## src/rtl/cond_pkg.sv

```systemverilog
// Shared types and helpers for the condition unit: condition encodings,
// flag bit positions and the condition-evaluation function.
// Purely declarative; no latency, no flow control.
package cond_pkg;

    // 4-bit instruction condition field encodings.
    typedef enum logic [3:0] {
        EQ = 4'b0000,
        NE = 4'b0001,
        CS = 4'b0010,
        CC = 4'b0011,
        MI = 4'b0100,
        PL = 4'b0101,
        VS = 4'b0110,
        VC = 4'b0111,
        HI = 4'b1000,
        LS = 4'b1001,
        GE = 4'b1010,
        LT = 4'b1011,
        GT = 4'b1100,
        LE = 4'b1101,
        AL = 4'b1110,
        NV = 4'b1111
    } cond_e;

    // Bit positions inside the {N,Z,C,V} flag vector.
    localparam int N_IDX = 3;
    localparam int Z_IDX = 2;
    localparam int C_IDX = 1;
    localparam int V_IDX = 0;

    // Evaluate a condition against {N,Z,C,V}.
    // Returns {pass, undef}; NV never passes and flags the encoding as undefined.
    function automatic logic [1:0] cond_eval(input cond_e c, input logic [3:0] flags);
        logic n;
        logic z;
        logic cf;
        logic v;
        logic pass;
        logic undef;
        n     = flags[N_IDX];
        z     = flags[Z_IDX];
        cf    = flags[C_IDX];
        v     = flags[V_IDX];
        pass  = 1'b0;
        undef = 1'b0;
        case (c)
            EQ:      pass = z;
            NE:      pass = ~z;
            CS:      pass = cf;
            CC:      pass = ~cf;
            MI:      pass = n;
            PL:      pass = ~n;
            VS:      pass = v;
            VC:      pass = ~v;
            HI:      pass = ~z & cf;
            LS:      pass = z | ~cf;
            GE:      pass = (n == v);
            LT:      pass = (n != v);
            GT:      pass = ~z & (n == v);
            LE:      pass = z | (n != v);
            AL:      pass = 1'b1;
            default: begin
                pass  = 1'b0;
                undef = 1'b1;
            end
        endcase
        return {pass, undef};
    endfunction

endpackage

```

## src/rtl/it_tracker.sv

```systemverilog
// IT-block tracker: holds slot counter, slot mask and base condition; yields the effective condition.
// Latency: effective condition / it_err combinational; IT state updates on the next clk edge.
// Backpressure: state frozen unless advance (InstrValid & ~Stall); flush clears even when stalled.
//
// Ports:
//   clk, reset              clock, synchronous active-high reset
//   advance                 current instruction is retiring this cycle
//   flush                   drop any in-flight IT block
//   it_start/it_cond/it_mask/it_len   IT instruction request
//   cond                    condition field of the current instruction
//   pc_src                  current instruction is a taken PC write
//   it_active, it_err       tracker status
//   eff_cond                condition to evaluate for the current instruction
module it_tracker
    import cond_pkg::*;
#(
    parameter int IT_MAX = 4,
    parameter int LEN_W  = $clog2(IT_MAX + 1)
) (
    input  logic              clk,
    input  logic              reset,
    input  logic              advance,
    input  logic              flush,
    input  logic              it_start,
    input  logic [3:0]        it_cond,
    input  logic [IT_MAX-1:0] it_mask,
    input  logic [LEN_W-1:0]  it_len,
    input  logic [3:0]        cond,
    input  logic              pc_src,
    output logic              it_active,
    output logic              it_err,
    output logic [3:0]        eff_cond
);

    logic [LEN_W-1:0]  cnt_q;
    logic [IT_MAX-1:0] mask_q;
    logic [3:0]        itcond_q;

    logic len_ok;
    logic load;

    assign it_active = (cnt_q != '0);

    // A usable IT length is 1..IT_MAX; anything else is rejected without loading.
    assign len_ok = (it_len != '0) && (it_len <= LEN_W'(IT_MAX));
    assign load   = advance & it_start & ~it_active & len_ok;
    assign it_err = advance & it_start & (it_active | ~len_ok);

    // Slot condition: base or its inverse (LSB flip) per mask bit. An AL base
    // must stay AL; flipping its LSB would otherwise produce the NV encoding.
    always_comb begin
        eff_cond = cond;
        if (it_active) begin
            if (cond_e'(itcond_q) == AL) begin
                eff_cond = AL;
            end else if (mask_q[0]) begin
                eff_cond = itcond_q;
            end else begin
                eff_cond = {itcond_q[3:1], ~itcond_q[0]};
            end
        end
    end

    always_ff @(posedge clk) begin
        if (reset) begin
            cnt_q    <= '0;
            mask_q   <= '0;
            itcond_q <= '0;
        end else if (flush) begin
            // Base condition is left as-is; it is unused once the counter is zero.
            cnt_q  <= '0;
            mask_q <= '0;
        end else if (advance) begin
            if (it_active) begin
                // Every slot consumes one mask bit whether it passed or not.
                mask_q <= mask_q >> 1;
                // A taken branch leaves the block; remaining slots are abandoned.
                if (pc_src) begin
                    cnt_q <= '0;
                end else begin
                    cnt_q <= cnt_q - LEN_W'(1);
                end
            end else if (load) begin
                cnt_q    <= it_len;
                mask_q   <= it_mask;
                itcond_q <= it_cond;
            end
        end
    end

endmodule

```

## src/rtl/cond_unit_it.sv

```systemverilog
// Condition unit with IT predication: NZCV register, condition check, write gating.
// Latency: CondEx and write enables combinational; Flags visible to the next instruction (1 cycle, no bypass).
// Backpressure: all state holds while Stall is high or InstrValid is low; Flush still clears IT state.
//
// Ports:
//   clk, reset                          clock, synchronous active-high reset
//   InstrValid, Stall, Flush            pipeline control
//   Cond, ALUFlags, FlagW               condition field, ALU result flags, flag write mask
//   PCS, RegW, MemW, NoWrite            raw instruction write controls
//   ItStart, ItCond, ItMask, ItLen      IT instruction request
//   CondEx, PCSrc, RegWrite, MemWrite   gated results
//   Flags, ItActive, Undef, ItErr       status
module cond_unit_it
    import cond_pkg::*;
#(
    parameter int IT_MAX = 4,
    parameter int LEN_W  = $clog2(IT_MAX + 1)
) (
    input  logic              clk,
    input  logic              reset,
    input  logic              InstrValid,
    input  logic              Stall,
    input  logic              Flush,
    input  logic [3:0]        Cond,
    input  logic [3:0]        ALUFlags,
    input  logic [1:0]        FlagW,
    input  logic              PCS,
    input  logic              RegW,
    input  logic              MemW,
    input  logic              NoWrite,
    input  logic              ItStart,
    input  logic [3:0]        ItCond,
    input  logic [IT_MAX-1:0] ItMask,
    input  logic [LEN_W-1:0]  ItLen,
    output logic              CondEx,
    output logic              PCSrc,
    output logic              RegWrite,
    output logic              MemWrite,
    output logic [3:0]        Flags,
    output logic              ItActive,
    output logic              Undef,
    output logic              ItErr
);

    logic       advance;
    logic [3:0] eff_cond;
    logic [1:0] eval;
    logic [3:0] flags_q;

    assign advance = InstrValid & ~Stall;

    it_tracker #(
        .IT_MAX (IT_MAX),
        .LEN_W  (LEN_W)
    ) u_it_tracker (
        .clk       (clk),
        .reset     (reset),
        .advance   (advance),
        .flush     (Flush),
        .it_start  (ItStart),
        .it_cond   (ItCond),
        .it_mask   (ItMask),
        .it_len    (ItLen),
        .cond      (Cond),
        .pc_src    (PCSrc),
        .it_active (ItActive),
        .it_err    (ItErr),
        .eff_cond  (eff_cond)
    );

    // Evaluated against the registered flags only: an instruction never sees
    // flags produced by itself.
    assign eval   = cond_eval(cond_e'(eff_cond), flags_q);
    assign CondEx = eval[1];
    assign Undef  = eval[0];

    assign PCSrc    = PCS & CondEx;
    assign RegWrite = RegW & CondEx & ~NoWrite;
    assign MemWrite = MemW & CondEx;
    assign Flags    = flags_q;

    always_ff @(posedge clk) begin
        if (reset) begin
            flags_q <= '0;
        end else if (advance && CondEx) begin
            if (FlagW[1]) begin
                flags_q[N_IDX] <= ALUFlags[N_IDX];
                flags_q[Z_IDX] <= ALUFlags[Z_IDX];
            end
            if (FlagW[0]) begin
                flags_q[C_IDX] <= ALUFlags[C_IDX];
                flags_q[V_IDX] <= ALUFlags[V_IDX];
            end
        end
    end

endmodule

```

## config.mk

```make
export PLATFORM = sky130hd
export DESIGN_NAME = cond_unit_it
export DESIGN_NICKNAME = d
export VERILOG_FILES = /design/src/rtl/cond_pkg.sv /design/src/rtl/it_tracker.sv /design/src/rtl/cond_unit_it.sv
export SDC_FILE = /design/constraint.sdc
export NUM_CORES = 1
export LEC_CHECK = 0
export BUFFER_PORTS_ARGS = -buffer_cell sky130_fd_sc_hd__buf_4
export CAP_MARGIN = 10
export CORE_UTILIZATION = 44
export CTS_CLUSTER_SIZE = 28
export DETAILED_ROUTE_END_ITERATION = 8
export MAX_ROUTING_LAYER = met4
export PLACE_DENSITY = 0.75
export SLEW_MARGIN = 20
export SYNTH_ARGS = -nofsm -noshare
export SYNTH_HDL_FRONTEND = slang
export SYNTH_SLANG_ARGS = --single-unit
```

## constraint.sdc

```tcl
create_clock -name clk -period 3.4 [get_ports clk]
set_clock_uncertainty 0.15 [all_clocks]
set_input_delay 1.02 -clock clk [delete_from_list [all_inputs] [get_ports clk]]
set_output_delay 1.02 -clock clk [all_outputs]
set_load 0.005 [all_outputs]
```

Word-level counts from Yosys, hierarchy flattened
Index checks and enable logic that the tools add are counted.
{"block": "word_totals", "ramBits": 0, "n_memories": 0, "inputBits": 31, "rom_bits": 0, "latchBits": 0, "reg_bits": 15}
{"block": "classes", "n_shift": 0, "magnitude_cmp": 1, "eq_ne": 17, "div_mod_pow": 0, "add_sub_neg": 1, "mul": 0, "bitwise": 24, "n_reduce_logical": 12, "mux": 10}
{"cell": "4-bit == test (second input constant)", "n": 8}
{"cell": "4-bit by 3-bit == test with 1-bit output (second input constant)", "n": 4}
{"cell": "4-bit 2-to-1 mux", "n": 4}
{"cell": "1-bit case mux with 15 select lines", "n": 1}
{"cell": "15-bit OR reduction", "n": 1}
{"cell": "1-bit bitwise AND", "n": 11}
{"cell": "1-bit NOT", "n": 10}
{"cell": "3-bit 2-to-1 mux", "n": 3}
{"cell": "4-bit by 2-bit == test with 1-bit output (second input constant)", "n": 2}
{"cell": "2-bit AND reduction", "n": 3}
{"cell": "3-bit nonzero test", "n": 2}
{"cell": "4-bit by 1-bit == test with 1-bit output (second input constant)", "n": 1}
{"cell": "4-bit logical NOT", "n": 1}
{"cell": "4-bit AND reduction", "n": 1}
{"cell": "3-bit less-or-equal comparator (second input constant)", "n": 1}
{"cell": "1-bit bitwise OR", "n": 3}
{"cell": "3-bit by 1-bit subtractor with 3-bit output (second input constant)", "n": 1}
{"cell": "1-bit logical AND", "n": 2}
{"cell": "1-bit 2-to-1 mux", "n": 2}
{"cell": "2-bit nonzero test", "n": 1}
{"cell": "2-bit OR reduction", "n": 1}
{"cell": "1-bit == test", "n": 1}
{"cell": "1-bit inequality test", "n": 1}

Longest topological paths before layout
{"block": "logic_depth", "word_depth": 9, "mapped_depth": 11, "ltp_nobuf": 10}

Cells and area by module
From an unflattened synthesis, not the netlist that was laid out.
{"block": "hier_totals", "hier_cells": 124, "hier_area_um2": 1084.8}
{"module": "it_tracker", "cells_per_inst": 68, "area_each_um2": 633.1, "n_inst": 1, "seq_area_each_um2": 220.2}
{"module": "cond_unit_it", "cells_per_inst": 56, "area_each_um2": 451.7, "n_inst": 1, "seq_area_each_um2": 80.1}

Worst setup path before layout
OpenSTA, ideal clock, no wires.
{"block": "synth_path", "path_kind": "input port to output port", "from": "input port Cond[0]", "to": "output port RegWrite", "path_slack_ns": -0.223, "stages": 7, "required_time_ns": 2.230, "t_arrival_ns": 2.453, "cell_sequence": "nor3b_1 > a31oi_4 > or4b_1 > o211ai_2 > a211oi_4 > nand2_2 > and3b_1"}
{"block": "synth_between", "elab_chain_len": 5, "word_cells_on_any_way": 19}
{"element": "start, declared", "line": "cond_unit_it.sv:24", "text": "input logic [3:0] Cond,"}
{"element": "4-bit 2-to-1 mux *", "line": "it_tracker.sv:53", "text": "if (it_active) begin"}
{"element": "4-bit == test (tied with other cells)", "line": "cond_pkg.sv:47", "text": "case (c)"}
{"element": "1-bit case mux with 15 select lines *", "line": "cond_pkg.sv:47"}
{"element": "named net CondEx", "line": "cond_unit_it.sv:35", "text": "output logic CondEx,"}
{"element": "1-bit bitwise AND * (2 in a row)", "line": "cond_unit_it.sv:78", "text": "assign RegWrite = RegW & CondEx & ~NoWrite;"}
{"element": "end, declared", "line": "cond_unit_it.sv:37", "text": "output logic RegWrite,"}
Mark *: on every way through the listed nets, which the timed path passes. The rest lies on a longest branch.

Worst setup path in the final report
{"block": "layout_path", "from": "input port Cond[1]", "to": "output port RegWrite"}
{"block": "layout_between", "elab_chain_len": 5, "word_cells_on_any_way": 19}
{"element": "4-bit 2-to-1 mux *", "line": "it_tracker.sv:53"}
{"element": "4-bit == test (tied with other cells)", "line": "cond_pkg.sv:47"}
{"element": "1-bit case mux with 15 select lines *", "line": "cond_pkg.sv:47"}
{"element": "1-bit bitwise AND * (2 in a row)", "line": "cond_unit_it.sv:78"}
Every way passes the cells marked *; elsewhere a longest branch is shown, timed or not.

==> metrics.md <==
| Metric | Value |
|---|---|
| Via-per-instance ratio | 5.62 |
| Commonest non-fill, non-tap cells in the layout | 57 x buf_4, 16 x nand2_1, 15 x nor2_1, 13 x dfxtp_1, 11 x nand2b_1 |
| Drt pass-1 iters | 4 |
| # hold bufs at CTS | 0 |
| Worst Tran Pin Value | 0.471 ns |
| Final HPWL DP | 2450 µm |
| CTS sink count | 15 |
| Final setup vio count | 4 |
| Core area | 0.00250 mm² |
| DIE HEIGHT | about 53 µm |
| Worst setup EP type | output pin |
| DIE AREA | around 0.0029 mm² |
| Vias | between 1000 and 1500 |
| Flop2flop setup slack | 0.67 ns |
| Syn nets | 177 |
| Crit-path max FO | 8 |
| Min-delay src | u_it_tracker.mask_q[1] |
| Remaining Overflow, GRT | 0 |
| WP data arrival | 2.53 ns |
| R2r endpoint | Flags[3] |
| Post-synth EDFFs | 0 |
| Fin crit share | 109% |
| Port buffer count | 41 |
| Fraction of final layout cells sized beyond drive strength 1 | between 40% and 50% |
| Worst r2r path cells | 12 |
| Largest net degree at the start of global routing | 15 |
| Worst hold path depth | 2 |
| Yosys cell types | 48 |
| DR iter-0 viols | 27 |
| #FFs+latches synth | 15 |
| Clock Pin Slew Worst Setup and Hold Paths | around 0.1 ns |
| Sequential share of the synthesized area | 25.8% |
| TritonCTS buffer count | 3 |
| Hold Path End | u_it_tracker.mask_q[0] |
| ANT cells | 0 |
| Worst r2r src | u_it_tracker.cnt_q[1] |
| Mapped Avg Cell Area | 8.09 µm² |
| Final wirelength | 3280 µm |
| Deepest clock path buffer count | 2 |
| Final hold violations | 0 |
| Ys Warns | 0 |
| Area Overhead vs Synth | 54.5% |
| Fmax | between 200 and 300 MHz |
| Vias in the first global route | 1204 |
| CTS tree | yes |
| Violated checks | setup timing |
| Dpl ws | -0.271 ns |
| Core Rows | 18 |
| Max Cap Viol | 0 |
| Total GRT Usage | 25.6% |
| Final WS setup | -0.299 ns |
| Antenna viol nets, final | 0 |
| Most common library cell in the layout ignoring fill and taps | buf_4 |
| Starting Density | 46.6% |
| Initial antenna violation count | 0 |
| Required @ worst endpoint | between 2 and 2.5 ns |
| Leak | 0.000742 µW |
| Final core utilization | 72.0% |
| Max-slew violation count | 0 |
| Async SR Flop Fraction | 0% |
| Htree depth | 1 |
| Placed insts | about 230 |
| CP startpoint | Cond[1] |
| Layout fillers | 204 |
| DR WL/cell | 14.0 µm |
| RSZ-0062 raised after global routing | true |
| Non-Filler Instances | 235 |
| Top_reg_cell synth | dfxtp_1 |
| Die width | 53.5 µm |
| Worst min path class | flip-flop to flip-flop |
| I/O Pins | 42 |
| Worst skew pair latency | 0.29 ns |
| Global-route wire length before repair | between 5000 and 6000 µm |
| Worst setup SP type | primary input |
| Critical setup path kind | primary input to output pin |
| Cells after synthesis | about 140 |
| Max-slew headroom | 68.1% |
| Power per cell area | 257 mW/mm² |
| Placer Congestion | approximately 0.84 |
| Fin nets | roughly 240 |
| Status | finished with violations |
| Root buf cell | clkbuf_4 |
| Peak supply drop | 180 µV |
| Mapped cell area | between 0.001 and 0.0015 mm² |
| Worst hold margin | about 0.34 ns |
| Fin crit period | between 3 and 4 ns |
| DR DRC count | 0 |
## how the worst max path moves through the flow
stage	end	cells after the start	slack [ns]
floorplan	RegWrite	7	-0.03
global placement	RegWrite	9	-0.23
detailed placement	RegWrite	9	-0.27
CTS	RegWrite	9	-0.26
global route	RegWrite	9	-0.38
finish	RegWrite	9	-0.30
## synth_stat cells (all sizes together), types with 2 or more instances
master	number	area (µm²)
clkbuf	3	11.3
o211ai	6	50.1
and2	3	18.8
a32oi	2	17.5
a31oi	3	40.0
nor3b	2	15.0
dfxtp	15	300
inv	7	28.8
nor2b	4	27.5
mux2i	11	114
a21oi	6	37.5
ha	2	25.0
o21ai	8	40.0
buf	2	15.0
o2111ai	3	26.3
nand2b	11	68.8
a311oi	3	26.3
nand3	2	10.0
and3b	2	17.5
nand2	17	66.3
nor2	15	56.3
## repair_timing
action | 4_1_cts | 5_1_grt
setup buffers | 1 | 3
gates resized for setup | 13 | 7
setup endpoints to repair | 4 | 4
pin swaps | 5 | 6
## per-layer routing
metal	share of wire (%)	up-vias	track usage, %
met2	52	62	46.3
met1	41	604	29.4
li1	-	648	-
met4	1.2	0	5.26
met3	6.4	6	4.02
met5	0	-	-
## critical path: stages
cell,delay (ns)
buf_6,0.06
nand3b_1,0.12
a21boi_4,0.20
o211ai_1,0.31
o211ai_4,0.14
a211oi_4,0.26
nand2_2,0.11
and3b_1,0.18
buf_4,0.13
## report_power, final
group | total, µW | switching [µW] | internal (µW)
logic | 171 | 75.0 | 96.5
registers | 184 | 4.38 | 179
clock network | 108 | 64.1 | 43.8
## kinds of logic after synthesis
kind of cell    synth area share (%)
xor+xnor                        1.50
simple gates                    29.3
compound gates                  26.7
flops                           25.8
fa+ha+maj                       2.15
buf+inv                         4.73
mux                             9.77
## layout make-up
cell class / count / area (µm²) / area share [%]
repair buffers: 62 / 493 / 27.4
well taps: 30 / 37.5 / 2.09
inverters: 7 / 28.8 / 1.60
clock inverters: 1 / 5.00 / 0.278
clock buffers: 3 / 22.5 / 1.25
multi-input cells: 117 / 910 / 50.6
flip-flops and latches: 15 / 303 / 16.8
## registers in the layout (all words and copies together), names as in the netlist
| register | count |
|---|---|
| Flags | 4 |
| u_it_tracker.itcond_q | 4 |
| u_it_tracker.mask_q | 4 |
| u_it_tracker.cnt_q | 3 |
## metrics by stage
step	cell area [µm²]	setup TNS, ns	power, µW
floorplan	1190	-0.0481	262
detailed placement	1640	-0.896	335
global route	1800	-1.44	486
finish	1800	-1.12	463
global placement	1640	-0.717	331
CTS	1730	-0.833	449
Note: power is estimated with default switching activity, not from simulation.
